## config.mk

```make
export PLATFORM = sky130hd
export DESIGN_NAME = demux_memoria_1x2_flat
export DESIGN_NICKNAME = d
export VERILOG_FILES = /design/src/rtl/demux_memoria_1x2_if.sv /design/src/rtl/demux_memoria_1x2.sv /design/src/flat_wrapper.sv
export SDC_FILE = /design/constraint.sdc
export NUM_CORES = 1
export LEC_CHECK = 0
export ABC_AREA = 1
export CORE_ASPECT_RATIO = 0.6
export CORE_MARGIN = 2
export CORE_UTILIZATION = 61
export CTS_CLUSTER_SIZE = 8
export DETAILED_ROUTE_END_ITERATION = 10
export PLACE_DENSITY = 0.9
export SLEW_MARGIN = 20
export SYNTH_ARGS = -nofsm -noshare
export SYNTH_HDL_FRONTEND = slang
export SYNTH_SLANG_ARGS = --single-unit
```

## constraint.sdc

```tcl
create_clock -name clk -period 4.15 [get_ports clk]
set_input_delay 0.83 -clock clk [delete_from_list [all_inputs] [get_ports clk]]
set_output_delay 0.83 -clock clk [all_outputs]
set_load 0.02 [all_outputs]
```

## src/rtl/demux_memoria_1x2_if.sv

```systemverilog
// ---------------------------------------------------------------------------
// demux_memoria_1x2_if
//   Bus bundle for the 1-to-2 buffered demultiplexer.
//   Upstream side:   selector, valid_in, data_in -> ready_out
//   Downstream 0/1:  data_outN, valid_outN <- ready_inN
//   Status:          full0, full1
//   Optional:        count0, count1 (present only when DEMUX_STATS_EN is
//                    defined; accepted-word counters per output)
//   Modports:
//     slave  - the demultiplexer itself
//     master - the environment driving upstream and consuming downstream
// ---------------------------------------------------------------------------
interface demux_memoria_1x2_if #(
  parameter int WIDTH = 2
);

  logic             selector;
  logic             valid_in;
  logic [WIDTH-1:0] data_in;
  logic             ready_out;

  logic [WIDTH-1:0] data_out0;
  logic             valid_out0;
  logic             ready_in0;

  logic [WIDTH-1:0] data_out1;
  logic             valid_out1;
  logic             ready_in1;

  logic             full0;
  logic             full1;

`ifdef DEMUX_STATS_EN
  logic [7:0]       count0;
  logic [7:0]       count1;

  modport slave (
    input  selector, valid_in, data_in, ready_in0, ready_in1,
    output ready_out, data_out0, valid_out0, data_out1, valid_out1,
           full0, full1, count0, count1
  );

  modport master (
    output selector, valid_in, data_in, ready_in0, ready_in1,
    input  ready_out, data_out0, valid_out0, data_out1, valid_out1,
           full0, full1, count0, count1
  );
`else
  modport slave (
    input  selector, valid_in, data_in, ready_in0, ready_in1,
    output ready_out, data_out0, valid_out0, data_out1, valid_out1,
           full0, full1
  );

  modport master (
    output selector, valid_in, data_in, ready_in0, ready_in1,
    input  ready_out, data_out0, valid_out0, data_out1, valid_out1,
           full0, full1
  );
`endif

endinterface

```

## src/rtl/demux_memoria_1x2.sv

```systemverilog
// ---------------------------------------------------------------------------
// demux_memoria_1x2
//   1-to-2 demultiplexer with a DEPTH-entry FIFO behind each output. One
//   upstream word per cycle is steered by selector into FIFO 0 or FIFO 1;
//   each FIFO is drained independently by its own valid/ready consumer.
//   Outputs are first-word-fall-through from registered storage, so a word
//   pushed at edge k is visible from cycle k+1 (no same-cycle bypass).
//
// Ports
//   clk    - single clock, rising edge
//   reset  - synchronous, active-high; clears pointers, occupancy, counters
//   bus    - demux_memoria_1x2_if.slave (upstream, two downstream ports,
//            full flags and optional counters)
//
// Parameters
//   WIDTH  - data word width in bits
//   DEPTH  - entries per FIFO; power of two, >= 2
//
// Configuration
//   DEMUX_STATS_EN - when defined, count0/count1 count accepted pushes per
//                    output, saturating at 8'hFF. When undefined, the
//                    counters and their ports are absent.
// ---------------------------------------------------------------------------
module demux_memoria_1x2 #(
  parameter int WIDTH = 2,
  parameter int DEPTH = 4
) (
  input logic               clk,
  input logic               reset,
  demux_memoria_1x2_if.slave bus
);

  localparam int PW = $clog2(DEPTH);
  localparam int OW = PW + 1;
  localparam logic [OW-1:0] DEPTH_C = OW'(DEPTH);

  logic [WIDTH-1:0] mem_r    [2][DEPTH];
  logic [PW-1:0]    wr_ptr_r [2];
  logic [PW-1:0]    rd_ptr_r [2];
  logic [OW-1:0]    occ_r    [2];

  logic [1:0] valid_s;
  logic [1:0] full_s;
  logic [1:0] push_s;
  logic [1:0] pop_s;
  logic [1:0] ready_in_s;
  logic       ready_s;

  // Status flags and handshakes, derived only from registered occupancy
  always_comb begin
    valid_s    = 2'b00;
    full_s     = 2'b00;
    push_s     = 2'b00;
    pop_s      = 2'b00;
    ready_s    = 1'b0;
    ready_in_s = {bus.ready_in1, bus.ready_in0};

    for (int i = 0; i < 2; i++) begin
      valid_s[i] = (occ_r[i] != {OW{1'b0}});
      full_s[i]  = (occ_r[i] == DEPTH_C);
    end

    // Readiness follows only the selected FIFO, so a full output never
    // stalls traffic steered to the other one. A pop on a full FIFO does
    // not open a slot for the same cycle.
    if (bus.selector) begin
      ready_s = !full_s[1];
    end else begin
      ready_s = !full_s[0];
    end

    push_s[0] = bus.valid_in && ready_s && !bus.selector;
    push_s[1] = bus.valid_in && ready_s &&  bus.selector;

    // ready_inN on an empty FIFO is ignored
    pop_s = valid_s & ready_in_s;
  end

  // FIFO storage, pointers and occupancy for both outputs
  always_ff @(posedge clk) begin
    if (reset) begin
      for (int i = 0; i < 2; i++) begin
        wr_ptr_r[i] <= {PW{1'b0}};
        rd_ptr_r[i] <= {PW{1'b0}};
        occ_r[i]    <= {OW{1'b0}};
      end
    end else begin
      for (int i = 0; i < 2; i++) begin
        if (push_s[i]) begin
          mem_r[i][wr_ptr_r[i]] <= bus.data_in;
          wr_ptr_r[i]           <= wr_ptr_r[i] + PW'(1);
        end
        if (pop_s[i]) begin
          rd_ptr_r[i] <= rd_ptr_r[i] + PW'(1);
        end
        case ({push_s[i], pop_s[i]})
          2'b10:   occ_r[i] <= occ_r[i] + OW'(1);
          2'b01:   occ_r[i] <= occ_r[i] - OW'(1);
          default: occ_r[i] <= occ_r[i];
        endcase
      end
    end
  end

  assign bus.ready_out  = ready_s;
  assign bus.valid_out0 = valid_s[0];
  assign bus.valid_out1 = valid_s[1];
  assign bus.full0      = full_s[0];
  assign bus.full1      = full_s[1];

  // Head is masked to zero while empty so stale storage never leaks out
  assign bus.data_out0 = valid_s[0] ? mem_r[0][rd_ptr_r[0]] : {WIDTH{1'b0}};
  assign bus.data_out1 = valid_s[1] ? mem_r[1][rd_ptr_r[1]] : {WIDTH{1'b0}};

`ifdef DEMUX_STATS_EN
  logic [7:0] count_r [2];

  // Saturating per-output accepted-word counters
  always_ff @(posedge clk) begin
    if (reset) begin
      count_r[0] <= 8'h00;
      count_r[1] <= 8'h00;
    end else begin
      for (int i = 0; i < 2; i++) begin
        if (push_s[i] && (count_r[i] != 8'hFF)) begin
          count_r[i] <= count_r[i] + 8'h01;
        end
      end
    end
  end

  assign bus.count0 = count_r[0];
  assign bus.count1 = count_r[1];
`endif

endmodule

```

## src/flat_wrapper.sv

```systemverilog
// flat-port wrapper written by rule: the top's interface ports become plain ports
module demux_memoria_1x2_flat 
#(
  parameter int WIDTH = 2,
  parameter int DEPTH = 4
)
  (clk, reset, bus_selector, bus_valid_in, bus_data_in, bus_ready_in0, bus_ready_in1, bus_ready_out, bus_data_out0, bus_valid_out0, bus_data_out1, bus_valid_out1, bus_full0, bus_full1);
  demux_memoria_1x2_if #(.WIDTH(WIDTH)) bus_i ();
  input logic clk;
  input logic reset;
  input wire logic [$bits(bus_i.selector)-1:0] bus_selector;
  input wire logic [$bits(bus_i.valid_in)-1:0] bus_valid_in;
  input wire logic [$bits(bus_i.data_in)-1:0] bus_data_in;
  input wire logic [$bits(bus_i.ready_in0)-1:0] bus_ready_in0;
  input wire logic [$bits(bus_i.ready_in1)-1:0] bus_ready_in1;
  output wire logic [$bits(bus_i.ready_out)-1:0] bus_ready_out;
  output wire logic [$bits(bus_i.data_out0)-1:0] bus_data_out0;
  output wire logic [$bits(bus_i.valid_out0)-1:0] bus_valid_out0;
  output wire logic [$bits(bus_i.data_out1)-1:0] bus_data_out1;
  output wire logic [$bits(bus_i.valid_out1)-1:0] bus_valid_out1;
  output wire logic [$bits(bus_i.full0)-1:0] bus_full0;
  output wire logic [$bits(bus_i.full1)-1:0] bus_full1;
  assign bus_i.selector = bus_selector;
  assign bus_i.valid_in = bus_valid_in;
  assign bus_i.data_in = bus_data_in;
  assign bus_i.ready_in0 = bus_ready_in0;
  assign bus_i.ready_in1 = bus_ready_in1;
  assign bus_ready_out = bus_i.ready_out;
  assign bus_data_out0 = bus_i.data_out0;
  assign bus_valid_out0 = bus_i.valid_out0;
  assign bus_data_out1 = bus_i.data_out1;
  assign bus_valid_out1 = bus_i.valid_out1;
  assign bus_full0 = bus_i.full0;
  assign bus_full1 = bus_i.full1;
  demux_memoria_1x2 #(.WIDTH(WIDTH), .DEPTH(DEPTH)) u_core (.clk(clk), .reset(reset), .bus(bus_i));
endmodule
```

==> flow_metrics.tcl <==
set metrics [dict create \
    cp.required_ps 3320 \
    drive_gt1_frac 0.111 \
    clkPwrFrac 0.244 \
    arrival_ps 2240 \
    tns_ps 0 \
    tightest_slew_ps 475 \
    crit_family "buffers and inverters" \
    synthMuxAreaShare 0 \
    setup_viol 0 \
    cts-root-buf "clkbuf_8" \
    post-route-period-util 0.740 \
    dieArea_sq_um 3360 \
    cts_buffers 5 \
    synth-seq-cells 30 \
    cts_setup_buffers 0 \
    fin_crit_ps 3070 \
    cts_sinks 30 \
    grt_pass1_wl_um 5240 \
    fmax_mhz 325 \
    grt-ovfl-total 0 \
    slowest_stage "clkdlybuf4s50_1" \
    routabilityCongestion 0.807 \
    grt_max_degree 15 \
    setup.worst_path.class "input pin to primary output" \
    yosysWarnings 0 \
    placedInstanceArea_sq_um 1950 \
    antenna-diode-count 0 \
    insertion_delay_ps 290 \
    peakVddDrop_mv 0.256 \
    die_w_um 73.5 \
    ys_types 24 \
    met1_length_um 1440 \
    synth_xor_area_frac 0.0297 \
    grt_pass1_vias 1204 \
    start_kind "input pin" \
    syn_nets 201 \
    finalNetCount 221 \
    drc 0 \
    internal_power_mw 0.605 \
    fill_cells 200 \
    p_per_area_nw_per_um2 447 \
    switching_share 0.334 \
    num_rows 15 \
    final_cells 232 \
    cts_hold_buf 0 \
    path_clk_slew_ps 70 \
    syn_inst 177 \
    synthSimpleGateAreaFrac 0.161 \
    critPathMaxStageDelay_ps 620 \
    wl_um 3260 \
    dp_hpwl_um 2550 \
    fp.dieH_um 45.7 \
    ios 17 \
    post_cts_resized 0 \
    dp.cells 224 \
    io_buffers 16 \
    ant_nets 0 \
    max-cap-violations 0 \
    multi_input_area_sq_um 701 \
    antenna_found_initial 0 \
    synthAdderAreaFrac 0.117 \
    route.detailed.vias_per_inst 5.27 \
    synth_top_family_by_area "simple AND/OR/NAND/NOR gates" \
    slew_violations 0 \
    p_leak_nw 0.875 \
    hold_viol_final 0 \
    path_max_fanout 4 \
    worstPathCellList "clkdlybuf4s50_1, inv_1, o21ai_0, clkdlybuf4s50_1" \
    seq_area_sq_um 901 \
    start_util 0.628 \
    wl_per_cell_um 14.1 \
    pwr-share-comb 0.310 \
    drt_iter0_drc 128 \
    core_area_sq_um 2820 \
    first_pass_iters 4 \
    cts_tree "yes" \
    final_area_sq_um 2030 \
    syn_avg_cell_area_sq_um 9.99 \
    highest_layer "met4" \
    switchingPower_mw 0.303 \
    htreeDepth 2 \
    hp-class "register to register" \
    crit_top_cell "clkdlybuf4s50_1" \
    worst-path-buf-inv 3 \
    synth_area_sq_um 1770 \
    endpoint_kind "primary output" \
    wl_met2_um 1650 \
    rsz0062_at_grt "false" \
    synth-compound-area-share 0.0878 \
    seqPwrFrac 0.445 \
    status "complete, no violations" \
    area_growth_pct 14.9 \
    clockBufferDepth 2 \
    via_count 1223 \
    seq_area_frac_synth 0.510 \
    finClkSkew_ps 11.5 \
    slew_headroom 0.680 \
    track_usage 0.223 \
    wl_met3_um 121 \
]
==> registers in the layout, indices dropped and copies added (netlist names) <==
signal,count
u_core.mem_r,16
u_core.occ_r,6
u_core.rd_ptr_r,4
u_core.wr_ptr_r,4
==> cell usage in the layout (no fill, tap or decap), drive strengths merged <==
cell,n
inv,38
nand3,4
edfxtp,30
ha,15
nor2,33
a21oi,13
clkbuf,6
clkinv,2
nand2,16
or2,1
fa,1
xnor2,4
nand4,2
clkdlybuf4s50,16
xor2,2
o21ai,15
==> stage by stage <==
step           power (mW)  hold WS (ps)  utilization  setup WS [ps]
5_1_grt             0.952           615        0.721           1030
6_report            0.907           602        0.721           1080
2_1_floorplan       0.594           550            -           1870
3_5_place_dp        0.688           591        0.692           1050
3_3_place_gp        0.670           573        0.692           1140
4_1_cts             0.906           597        0.721           1060
==> final timing paths <==
| kind | startpoint | end | slack, ps | depth (start not counted) |
|---|---|---|---|---|
| worst max-delay path | bus_selector | bus_ready_out | 1080 | 4 |
| worst min-delay path | u_core.occ_r[0][0]$_SDFFCE_PN0P_ | u_core.occ_r[0][0]$_SDFFCE_PN0P_ | 600 | 1 |
| worst min register to register | u_core.occ_r[0][0]$_SDFFCE_PN0P_ | u_core.occ_r[0][0]$_SDFFCE_PN0P_ | 600 | 1 |
| worst max register to register | u_core.occ_r[0][1]$_SDFFCE_PN0P_ | u_core.occ_r[0][2]$_SDFFCE_PN0P_ | 1790 | 11 |
==> cells in the mapped netlist, drive strengths merged <==
cell     n  area, sq um
xnor2    4         35.0
inv     38          145
xor2     2         17.5
buf      3         21.3
edfxtp  30          901
nand3    4         37.5
o21ai   15         75.1
nand4    2         18.8
or2      1         6.26
fa       1         20.0
nand2   16         82.6
ha      15          188
nor2    33          140
a21oi   13         80.1
==> power by group through the flow <==
stage | combinational [mW] | sequential, mW | clock (mW)
detailed placement | 0.278 | 0.410 | 0
global placement | 0.263 | 0.407 | 0
global route | 0.310 | 0.409 | 0.233
floorplan | 0.199 | 0.396 | 0
CTS | 0.282 | 0.403 | 0.222
finish | 0.282 | 0.404 | 0.222
==> routing by layer <==
layer / GRT usage / vias up
met3: 0.0597 / 7
met2: 0.377 / 26
met4: 0.113 / 0
met5: 0 / -
met1: 0.268 / 582
li1: - / 608
==> cell type report <==
cell class                 instances  share of cell area
sequential                        30               0.444
multi-input combinational        106               0.345
timing repair buffer              16              0.0789
inverter                          38              0.0715
clock buffer                       6              0.0357
tap                               34              0.0209
clock inverter                     2             0.00431
==> worst reg2reg max path, cell delays in order, from the launching register on <==
cell	delay [ps]
edfxtp_1	410
nor2_1	180
nand2_1	160
nand3_1	160
ha_1	200
inv_1	60
nor2_1	150
inv_1	90
fa_1	420
xor2_1	160
nand2_1	70
a21oi_1	60
==> logic make-up (layout without fill, tap and decap cells) <==
kind of cell / Yosys count / in the layout
and+or+nand+nor: 56 / 56
buffers and inverters: 41 / 62
DFF: 30 / 30
AOI/OAI and AO/OA: 28 / 28
adders and majority gates: 16 / 16
xor gates and xnor gates: 6 / 6
Note: power is estimated with default switching activity, not from simulation.
